`src/rtl/bcd_entry_reader_pkg.sv`:
```
// Shared constants for the BCD entry reader.
//   state_t  : controller states IDLE / CONV / DONE / ERR
//   BCD_MAX  : largest legal decimal digit code
//   NDIG     : number of digits held and converted
package bcd_entry_reader_pkg;

    typedef enum logic [1:0] {
        IDLE = 2'd0,
        CONV = 2'd1,
        DONE = 2'd2,
        ERR  = 2'd3
    } state_t;

    localparam int BCD_MAX = 9;
    localparam int NDIG    = 3;

endpackage

```
`src/rtl/bcd_entry_reader_decoder.sv`:
```
// BCD digit to 7-segment pattern, active-high segments.
//   digit : 4-bit BCD code
//   seg   : [0:6] = segments a..g; codes above 9 blank the display
module decoder (
    input  logic [3:0] digit,
    output logic [0:6] seg
);

    always_comb begin
        seg = 7'b0000000;
        case (digit)
            4'd0: seg = 7'b1111110;
            4'd1: seg = 7'b0110000;
            4'd2: seg = 7'b1101101;
            4'd3: seg = 7'b1111001;
            4'd4: seg = 7'b0110011;
            4'd5: seg = 7'b1011011;
            4'd6: seg = 7'b1011111;
            4'd7: seg = 7'b1110000;
            4'd8: seg = 7'b1111111;
            4'd9: seg = 7'b1111011;
            default: seg = 7'b0000000;
        endcase
    end

endmodule

```
`src/rtl/bcd_entry_reader.sv`:
```
// Keyed decimal entry: shifts in up to three BCD digits, converts them to
// binary on request with a shift-and-add x10 accumulator, echoes digits on
// three 7-segment outputs.
//   clk, rst_s_n           : clock, synchronous active-low reset
//   digit_in, digit_strobe : digit to load and its one-cycle load pulse
//   enter, clear           : start conversion / discard entry and error
//   value, valid, busy, err: result, result-updated pulse, converting, bad digit seen
//   unidades/decenas/centenas : echoes of d0 / d1 / d2
module bcd_entry_reader
    import bcd_entry_reader_pkg::*;
#(
    parameter int WIDTH = 10
) (
    input  logic             clk,
    input  logic             rst_s_n,
    input  logic [3:0]       digit_in,
    input  logic             digit_strobe,
    input  logic             enter,
    input  logic             clear,
    output logic [WIDTH-1:0] value,
    output logic             valid,
    output logic             busy,
    output logic             err,
    output logic [0:6]       unidades,
    output logic [0:6]       decenas,
    output logic [0:6]       centenas
);

    state_t           state_q, state_d;
    logic [1:0]       step_q, step_d;
    logic [1:0]       cnt_q, cnt_d;
    logic [3:0]       d0_q, d0_d, d1_q, d1_d, d2_q, d2_d;
    logic [WIDTH-1:0] acc_q, acc_d;
    logic [WIDTH-1:0] value_q, value_d;
    logic             valid_q, valid_d;

    logic [3:0]       cur_digit;
    logic [WIDTH-1:0] acc_step;
    logic             digit_bad;

    // Step index selects the digit, most significant first.
    always_comb begin
        case (step_q)
            2'd0:    cur_digit = d2_q;
            2'd1:    cur_digit = d1_q;
            default: cur_digit = d0_q;
        endcase
    end

    // acc*10 as acc*8 + acc*2 keeps the datapath to adders only.
    assign acc_step  = (acc_q << 3) + (acc_q << 1) + WIDTH'(cur_digit);
    assign digit_bad = (digit_in > 4'(BCD_MAX));

    always_comb begin
        state_d = state_q;
        step_d  = step_q;
        cnt_d   = cnt_q;
        d0_d    = d0_q;
        d1_d    = d1_q;
        d2_d    = d2_q;
        acc_d   = acc_q;
        value_d = value_q;
        valid_d = 1'b0;

        if (clear) begin
            state_d = IDLE;
            step_d  = 2'd0;
            cnt_d   = 2'd0;
            d0_d    = 4'd0;
            d1_d    = 4'd0;
            d2_d    = 4'd0;
            acc_d   = '0;
            value_d = '0;
        end else begin
            case (state_q)
                IDLE: begin
                    if (enter) begin
                        state_d = CONV;
                        step_d  = 2'd0;
                        acc_d   = '0;
                    end else if (digit_strobe) begin
                        if (digit_bad) begin
                            state_d = ERR;
                        end else begin
                            d2_d  = d1_q;
                            d1_d  = d0_q;
                            d0_d  = digit_in;
                            cnt_d = (cnt_q == 2'(NDIG)) ? cnt_q : cnt_q + 2'd1;
                        end
                    end
                end
                CONV: begin
                    acc_d  = acc_step;
                    step_d = step_q + 2'd1;
                    if (step_q == 2'(NDIG - 1)) begin
                        state_d = DONE;
                        step_d  = 2'd0;
                        value_d = acc_step;
                        valid_d = 1'b1;
                    end
                end
                DONE: begin
                    if (enter) begin
                        state_d = CONV;
                        step_d  = 2'd0;
                        acc_d   = '0;
                    end else if (digit_strobe) begin
                        if (digit_bad) begin
                            state_d = ERR;
                        end else begin
                            // A fresh entry starts from a single digit.
                            state_d = IDLE;
                            d2_d    = 4'd0;
                            d1_d    = 4'd0;
                            d0_d    = digit_in;
                            cnt_d   = 2'd1;
                        end
                    end
                end
                default: ; // ERR: only clear or reset leaves
            endcase
        end
    end

    always_ff @(posedge clk) begin
        if (!rst_s_n) begin
            state_q <= IDLE;
            step_q  <= 2'd0;
            cnt_q   <= 2'd0;
            d0_q    <= 4'd0;
            d1_q    <= 4'd0;
            d2_q    <= 4'd0;
            acc_q   <= '0;
            value_q <= '0;
            valid_q <= 1'b0;
        end else begin
            state_q <= state_d;
            step_q  <= step_d;
            cnt_q   <= cnt_d;
            d0_q    <= d0_d;
            d1_q    <= d1_d;
            d2_q    <= d2_d;
            acc_q   <= acc_d;
            value_q <= value_d;
            valid_q <= valid_d;
        end
    end

    assign value = value_q;
    assign valid = valid_q;
    assign busy  = (state_q == CONV);
    assign err   = (state_q == ERR);

    decoder u_dec_u (.digit(d0_q), .seg(unidades));
    decoder u_dec_d (.digit(d1_q), .seg(decenas));
    decoder u_dec_c (.digit(d2_q), .seg(centenas));

endmodule

```
`config.mk`:
```
export PLATFORM = sky130hd
export DESIGN_NAME = bcd_entry_reader
export DESIGN_NICKNAME = d
export VERILOG_FILES = /design/src/rtl/bcd_entry_reader_pkg.sv /design/src/rtl/bcd_entry_reader_decoder.sv /design/src/rtl/bcd_entry_reader.sv
export SDC_FILE = /design/constraint.sdc
export NUM_CORES = 1
export LEC_CHECK = 0
export ABC_CLOCK_PERIOD_IN_PS = 3400
export CORE_MARGIN = 2
export CORE_UTILIZATION = 45
export CTS_BUF_LIST = sky130_fd_sc_hd__clkbuf_4 sky130_fd_sc_hd__clkbuf_8
export CTS_CLUSTER_SIZE = 30
export DETAILED_ROUTE_END_ITERATION = 7
export PLACE_DENSITY = 0.67
export SYNTH_ARGS = -nofsm -noshare
export SYNTH_HDL_FRONTEND = slang
export SYNTH_SLANG_ARGS = --single-unit
```
`constraint.sdc`:
```
create_clock -name clk -period 3.4 [get_ports clk]
set_clock_uncertainty 0.15 [all_clocks]
set_input_delay 0.68 -clock clk [delete_from_list [all_inputs] [get_ports clk]]
set_output_delay 0.68 -clock clk [all_outputs]
set_load 0.02 [all_outputs]
```
Yosys cells after proc, flatten, opt, wreduce, memory -nomap -nowiden. Memories as Yosys holds them, arrays and structs flattened. A register that Yosys moved wholly into a read port is not among the register bits. Index checks and enable logic that the tools add are counted.

Flip-flop bits (word level): 36. ROM bits: 336. Bits of input ports: 9. Output and inout port bits: 34. Word-level logic and storage cells: 80. Memories kept: 3.

$add $sub $neg: 3. $lt $le $gt $ge: 1. Equality and inequality tests: 16. Mux-type cells: 32. Bitwise operators: 4. Reductions and logical operators: 13.

Memories: (name not given) (words 16, bits a word 7, read ports 1, clocked after Yosys merged registers in 1, wr ports 0, line bcd_entry_reader_decoder.sv:11) `case (digit)`; (name not given) (words 16, bits a word 7, read ports 1, clocked after Yosys merged registers in 1, wr ports 0, line bcd_entry_reader_decoder.sv:11); (name not given) (words 16, bits a word 7, read ports 1, clocked after Yosys merged registers in 1, wr ports 0, line bcd_entry_reader_decoder.sv:11).

Operators with widths (number): two-way mux 4 bit (15); case mux 4 bit (2 select lines) (3); two-way mux 2 bit (9); case mux 9 bit (2 select lines) (1); inequality test 2 bit (second input constant) (6); adder 10 bit (1); adder 10 x 4 -> 10 bit (1); two-way mux 9 bit (1); inequality test 3 bit (second input constant) (3); AND reduction 7 bit (1); == test 2 bit (second input constant) (3); case mux 2 bit (3 select lines) (1); AND reduction 5 bit (1); == test 2 x 1 -> 1 bit (second input constant) (2); greater-than comparator 4 bit (second input constant) (1); logical NOT 2 bit (2); inequality test 2 x 1 -> 1 bit (second input constant) (2); inverter 1 bit (4); case mux 2 bit (2 select lines) (1); AND reduction 2 bit (2); AND reduction 4 bit (1); nonzero test 2 bit (2); OR reduction 2 bit (2); nonzero test 3 bit (1); 3 further kinds (3).

Depth between registers and ports, before layout. Gate-level depths: netlist of the first run.

Depth after elaboration: 7. Gate-level depth with buffers: 13. Mapped depth without buffers: 13.

By module. A second synthesis of the first run with hierarchy kept.

Cells, all modules: 328. Area, all modules: 2708.8 um^2.

By module, submodules not included: bcd_entry_reader (instances 1, cells an instance 246, area an instance 2065.7 um^2, seq. area each 720.7 um^2); decoder (u_dec_c ...) (instances 2, cells an instance 28, area an instance 219.0 um^2, seq. area each 0.0 um^2); decoder (u_dec_u) (instances 1, cells an instance 26, area an instance 205.2 um^2, seq. area each 0.0 um^2).

Worst setup path before layout of the first run. No wires, ideal clock.

Path type: flip-flop to flip-flop. From: reg step_q[0]. To: reg acc_q[8]. Setup time: 65 ps. Data arrival time: 2706 ps. Data required time: 3185 ps. Path slack: 479 ps. Stages on the path, launching flop included: 13. Buffers on the path: 1. Clock period less this slack: 2921 ps. Path through: dfxtp_1 -> clkbuf_1 -> mux2i_1 -> nor2_1 -> a21oi_1 -> fa_1 -> inv_1 -> fa_1 -> a211o_1 -> a2111oi_0 -> nand3b_1 -> a22oi_1 -> nor2_1.

Word-level cells in the longest chain between the ends: 4. Elaborated cells on any way between the ends: 5. Those cells by class: add/sub (1); eq/ne (1); mux (2); reduce/logical (1).

RTL lines: from (decl) (line bcd_entry_reader.sv:30) `logic [1:0] step_q, step_d;`; from (signal assigned) (line bcd_entry_reader.sv:138) `step_q <= step_d;`; == test 2 x 1 -> 1 bit / logical NOT 2 bit (equally long branches) (line bcd_entry_reader.sv:43) `case (step_q)`; case mux 4 bit (2 select lines) (*) (line bcd_entry_reader.sv:43); adder 10 x 4 -> 10 bit (*) (line bcd_entry_reader.sv:51) `assign acc_step = (acc_q << 3) + (acc_q << 1) + WIDTH'(cur_digit);`; case mux 9 bit (2 select lines) (*) (line bcd_entry_reader.sv:75) `case (state_q)`; to (signal assigned) (line bcd_entry_reader.sv:133) `acc_q <= '0;`; to (signal assigned) (line bcd_entry_reader.sv:143) `acc_q <= acc_d;`; to (decl) (line bcd_entry_reader.sv:33) `logic [WIDTH-1:0] acc_q, acc_d;`.

Mark *: on every way between the ends. The rest lies on a longest branch, timed or not. A chain may end at the register's enable or synchronous reset.

Worst setup path after layout of the first run. Same ends and word-level chain as after synthesis.

==> results.sh, run 1 <==
export IMPL_asyncSetResetFlopFracSynth=0
export IMPL_die_w_um=89.55
export IMPL_core_ar_um2=7176
export IMPL_sequential_share_of_the_synthesized_area=0.3465
export IMPL_pleak_uw=0.001696
export IMPL_place_gp_congestion=0.8769
export IMPL_path_class="reg -> reg"
export IMPL_synth_seq_cells=57
export IMPL_timing_max_transition_violations_final=0
export IMPL_vdd_ir_drop_max_mv=0.1816
export IMPL_ant_nets=0
export IMPL_wl_per_cell_um=13.66
export IMPL_fin_worst_hold_slack_ps=303.3
export IMPL_post_cts_resized=0
export IMPL_later_pin_clock_latency_in_the_skew_report_ps=330
export IMPL_tritoncts_clock_tree="built"
export IMPL_io_pin_count=43
export IMPL_period_share=0.8981
export IMPL_hold_end="value[1]$_SDFFE_PP0P_"
export IMPL_syn_inst=388
export IMPL_io_buffers=42
export IMPL_routed_via_count=2867
export IMPL_achievable_frequency_ghz=0.3275
export IMPL_timing_slew_headroom=0.4658
export IMPL_first_global_vias=2623
export IMPL_cts_max_level=3
export IMPL_area_share_of_the_leading_cell_type_in_the_synthesized_netlist=0.3465
export IMPL_hold_path_startpoint="value[1]$_SDFFE_PP0P_"
export IMPL_ctsLongestPathBuffers=2
export IMPL_routed_wl_um=7420
export IMPL_p_sw_frac=0.2490
export IMPL_areaGrowthSynthToFinish_pct=23.37
export IMPL_cts_hold_buf=0
export IMPL_route_detailed_drc=0
export IMPL_cts_setup_buffers=0
export IMPL_antenna_diode_count=0
export IMPL_grt_overflow_total=0
export IMPL_cellInternalPower_uw=1046
export IMPL_post_synth_top_area_cell="sky130_fd_sc_hd__dfxtp_1"
export IMPL_grt_first_pass_wirelength_um=12640
export IMPL_worstPathRequired_ps=3520
export IMPL_finalHoldViolations=0
export IMPL_netSwitchingPower_uw=346.8
export IMPL_seq_power_share=0.487
export IMPL_grt_antenna_before_repair=0
export IMPL_crit_fanout=8
export IMPL_reg2reg_depth=11
export IMPL_power_share_clock=0.413
export IMPL_worstSetupStartpointType="flop"
export IMPL_worst_setup_hold_path_clk_slew_ps=60
export IMPL_power_frac_comb=0.100
export IMPL_setup_viol=0
export IMPL_worst_hold_path_num_cells=2
export IMPL_timing_reg2reg_setup_slack_ps=350
export IMPL_synthDistinctLibCells=61
export IMPL_viasPerCell=5.280
export IMPL_maxCapViolations=0
export IMPL_synth_top_cells_by_count="57 x sky130_fd_sc_hd__dfxtp_1, 39 x sky130_fd_sc_hd__nand2_1, 39 x sky130_fd_sc_hd__nor2_1"
export IMPL_final_layout_size_suffix_gt1_frac=0.1059
export IMPL_synth_area_top_cells="sky130_fd_sc_hd__dfxtp_1 35%, sky130_fd_sc_hd__ha_1 14%, sky130_fd_sc_hd__nand2_1 4.4%"
export IMPL_die_height_um=89.55
export IMPL_dpl_hpwl_um=5633
export IMPL_r2r_end="acc_q[8]$_SDFFE_PP0P_"
export IMPL_mappedNetlistNets=435
export IMPL_cts_buffers=9
export IMPL_cp_end_kind="flop"
export IMPL_syn_avg_cell_area_um2=8.488
export IMPL_yosys_warnings=0
export IMPL_grtUsageTotal=0.2051
export IMPL_status="finished, final reports clean"
export IMPL_row_count=31
export IMPL_setup_tns_after_final_layout_ps=0
export IMPL_synth_edf_count=0
export IMPL_worst_pin_slew_ps=798.4
export IMPL_grt_max_degree=30
export IMPL_grt_setup_unrepaired="no"
export IMPL_synth_most_common_cell="sky130_fd_sc_hd__dfxtp_1"
export IMPL_fin_crit_ps=3054
export IMPL_timing_rr_start="step_q[0]$_SDFFE_PP0P_"
export IMPL_clock_sinks=57
export IMPL_synth_top_flop_cell="sky130_fd_sc_hd__dfxtp_1"
export IMPL_p_per_area_nw_per_um2=342.9
export IMPL_mappedNetlistArea_um2=3293
export IMPL_fp_dieArea_um2=8018
export IMPL_clock_tree_root_cell="sky130_fd_sc_hd__clkbuf_8"
export IMPL_cp_arrival_ps=3180
export IMPL_drt_iter0_markers=209
export IMPL_min_path_type="reg -> reg"
export IMPL_start_util=0.4589
export IMPL_drt_pass1_iterations=4
export IMPL_nets=486
## placed cells by master (no fill, tap or decap), drive strengths merged, types with 4 or more instances in the layout
master and n:
dfxtp 57, nor2b 4, clkdlybuf4s50 42, buf 17
a22oi 8, a31oi 4, clkbuf 13, nand2 39
nand2b 7, nor3 5, nor3b 4, nand4 4
ha 36, nor2 41, o21ai 26, and2 5
inv 27, a21oi 29, mux2i 8, nand3 9
mux2 4
## per-stage QoR
stage,instance area (µm²),worst slack [ps],utilization,total power (µW),cells
floorplan,3293,479.1,-,779.9,388
global placement,3881,295.4,0.5409,830.2,527
detailed placement,3881,317.3,0.5409,830.8,527
CTS,4063,329.4,0.5662,1414,543
global route,4063,102.6,0.5662,1462,543
finish,4063,346.3,0.5662,1393,543
## cells by family after synthesis
| kind of cell | count (synthesis) | share of synthesized area |
|---|---|---|
| and+or+nand+nor | 129 | 0.1938 |
| DFF | 57 | 0.3465 |
| AOI/OAI and AO/OA | 101 | 0.2002 |
| adders and majority gates | 38 | 0.1489 |
| muxes | 12 | 0.04027 |
| buffers and inverters | 46 | 0.05699 |
| xor gates and xnor gates | 5 | 0.01330 |
## metal layers
| layer | vias to the layer above | share of wire | GRT usage |
|---|---|---|---|
| met1 | 1337 | 0.50 | 0.2856 |
| met2 | 59 | 0.45 | 0.3075 |
| li1 | 1465 | - | - |
| met5 | - | 0 | 0 |
| met3 | 6 | 0.042 | 0.05078 |
| met4 | 0 | 0.012 | 0.07327 |
## worst max-delay path by stage
| stage | start | endpoint | slack (ps) | cells after the start |
|---|---|---|---|---|
| after floorplan | step_q[0]$_SDFFE_PP0P_ | acc_q[8]$_SDFFE_PP0P_ | 480 | 12 |
| after global placement | digit_in[1] | u_dec_u.seg[4]$_DFF_P_ | 300 | 10 |
| after detailed placement | digit_in[1] | u_dec_c.seg[5]$_DFF_P_ | 320 | 12 |
| after CTS | step_q[0]$_SDFFE_PP0P_ | acc_q[8]$_SDFFE_PP0P_ | 330 | 11 |
| after global routing | step_q[0]$_SDFFE_PP0P_ | acc_q[8]$_SDFFE_PP0P_ | 100 | 11 |
| final | step_q[0]$_SDFFE_PP0P_ | acc_q[8]$_SDFFE_PP0P_ | 350 | 11 |
## power by group through the flow
stage | Clock (µW) | Sequential (µW) | Combinational, µW
2_1_floorplan | 0 | 696 | 83.9
3_3_place_gp | 0 | 693 | 137
3_5_place_dp | 0 | 693 | 137
4_1_cts | 598 | 679 | 138
5_1_grt | 629 | 679 | 153
6_report | 575 | 679 | 139
## critical path, stage by stage, from the launching register on
cell,delay (ps)
sky130_fd_sc_hd__dfxtp_1,510
sky130_fd_sc_hd__mux2i_1,120
sky130_fd_sc_hd__nor2_1,90
sky130_fd_sc_hd__a21oi_1,60
sky130_fd_sc_hd__fa_1,490
sky130_fd_sc_hd__inv_1,70
sky130_fd_sc_hd__fa_1,480
sky130_fd_sc_hd__a211o_1,320
sky130_fd_sc_hd__a2111oi_0,330
sky130_fd_sc_hd__nand3b_1,190
sky130_fd_sc_hd__a22oi_1,70
sky130_fd_sc_hd__nor2_1,100
## area by class of cell
type | count | area (µm²)
Multi-Input combinational cell | 285 | 1967
Inverter | 27 | 101.3
Tap cell | 99 | 123.9
Timing Repair Buffer | 59 | 548.0
Sequential cell | 57 | 1141
Fill cell | 679 | 3113
Clock buffer | 13 | 166.4
Clock inverter | 3 | 15.01
## flip-flops by register name, indices dropped and copies added, names as in the netlist
name         count
value           10
acc_q            9
u_dec_c.seg      7
u_dec_d.seg      7
u_dec_u.seg      7
d0_q             4
d1_q             4
d2_q             4
state_q          2
step_q           2
valid            1
Note: power is estimated with default switching activity, not from simulation.
==> inputs of run 2 (changes only) <==
Settings changed: CTS_CLUSTER_SIZE 30 to not set.
==> results of run 2 <==
Same layout as run 1: the final DEF is identical, and so are final timing and power.
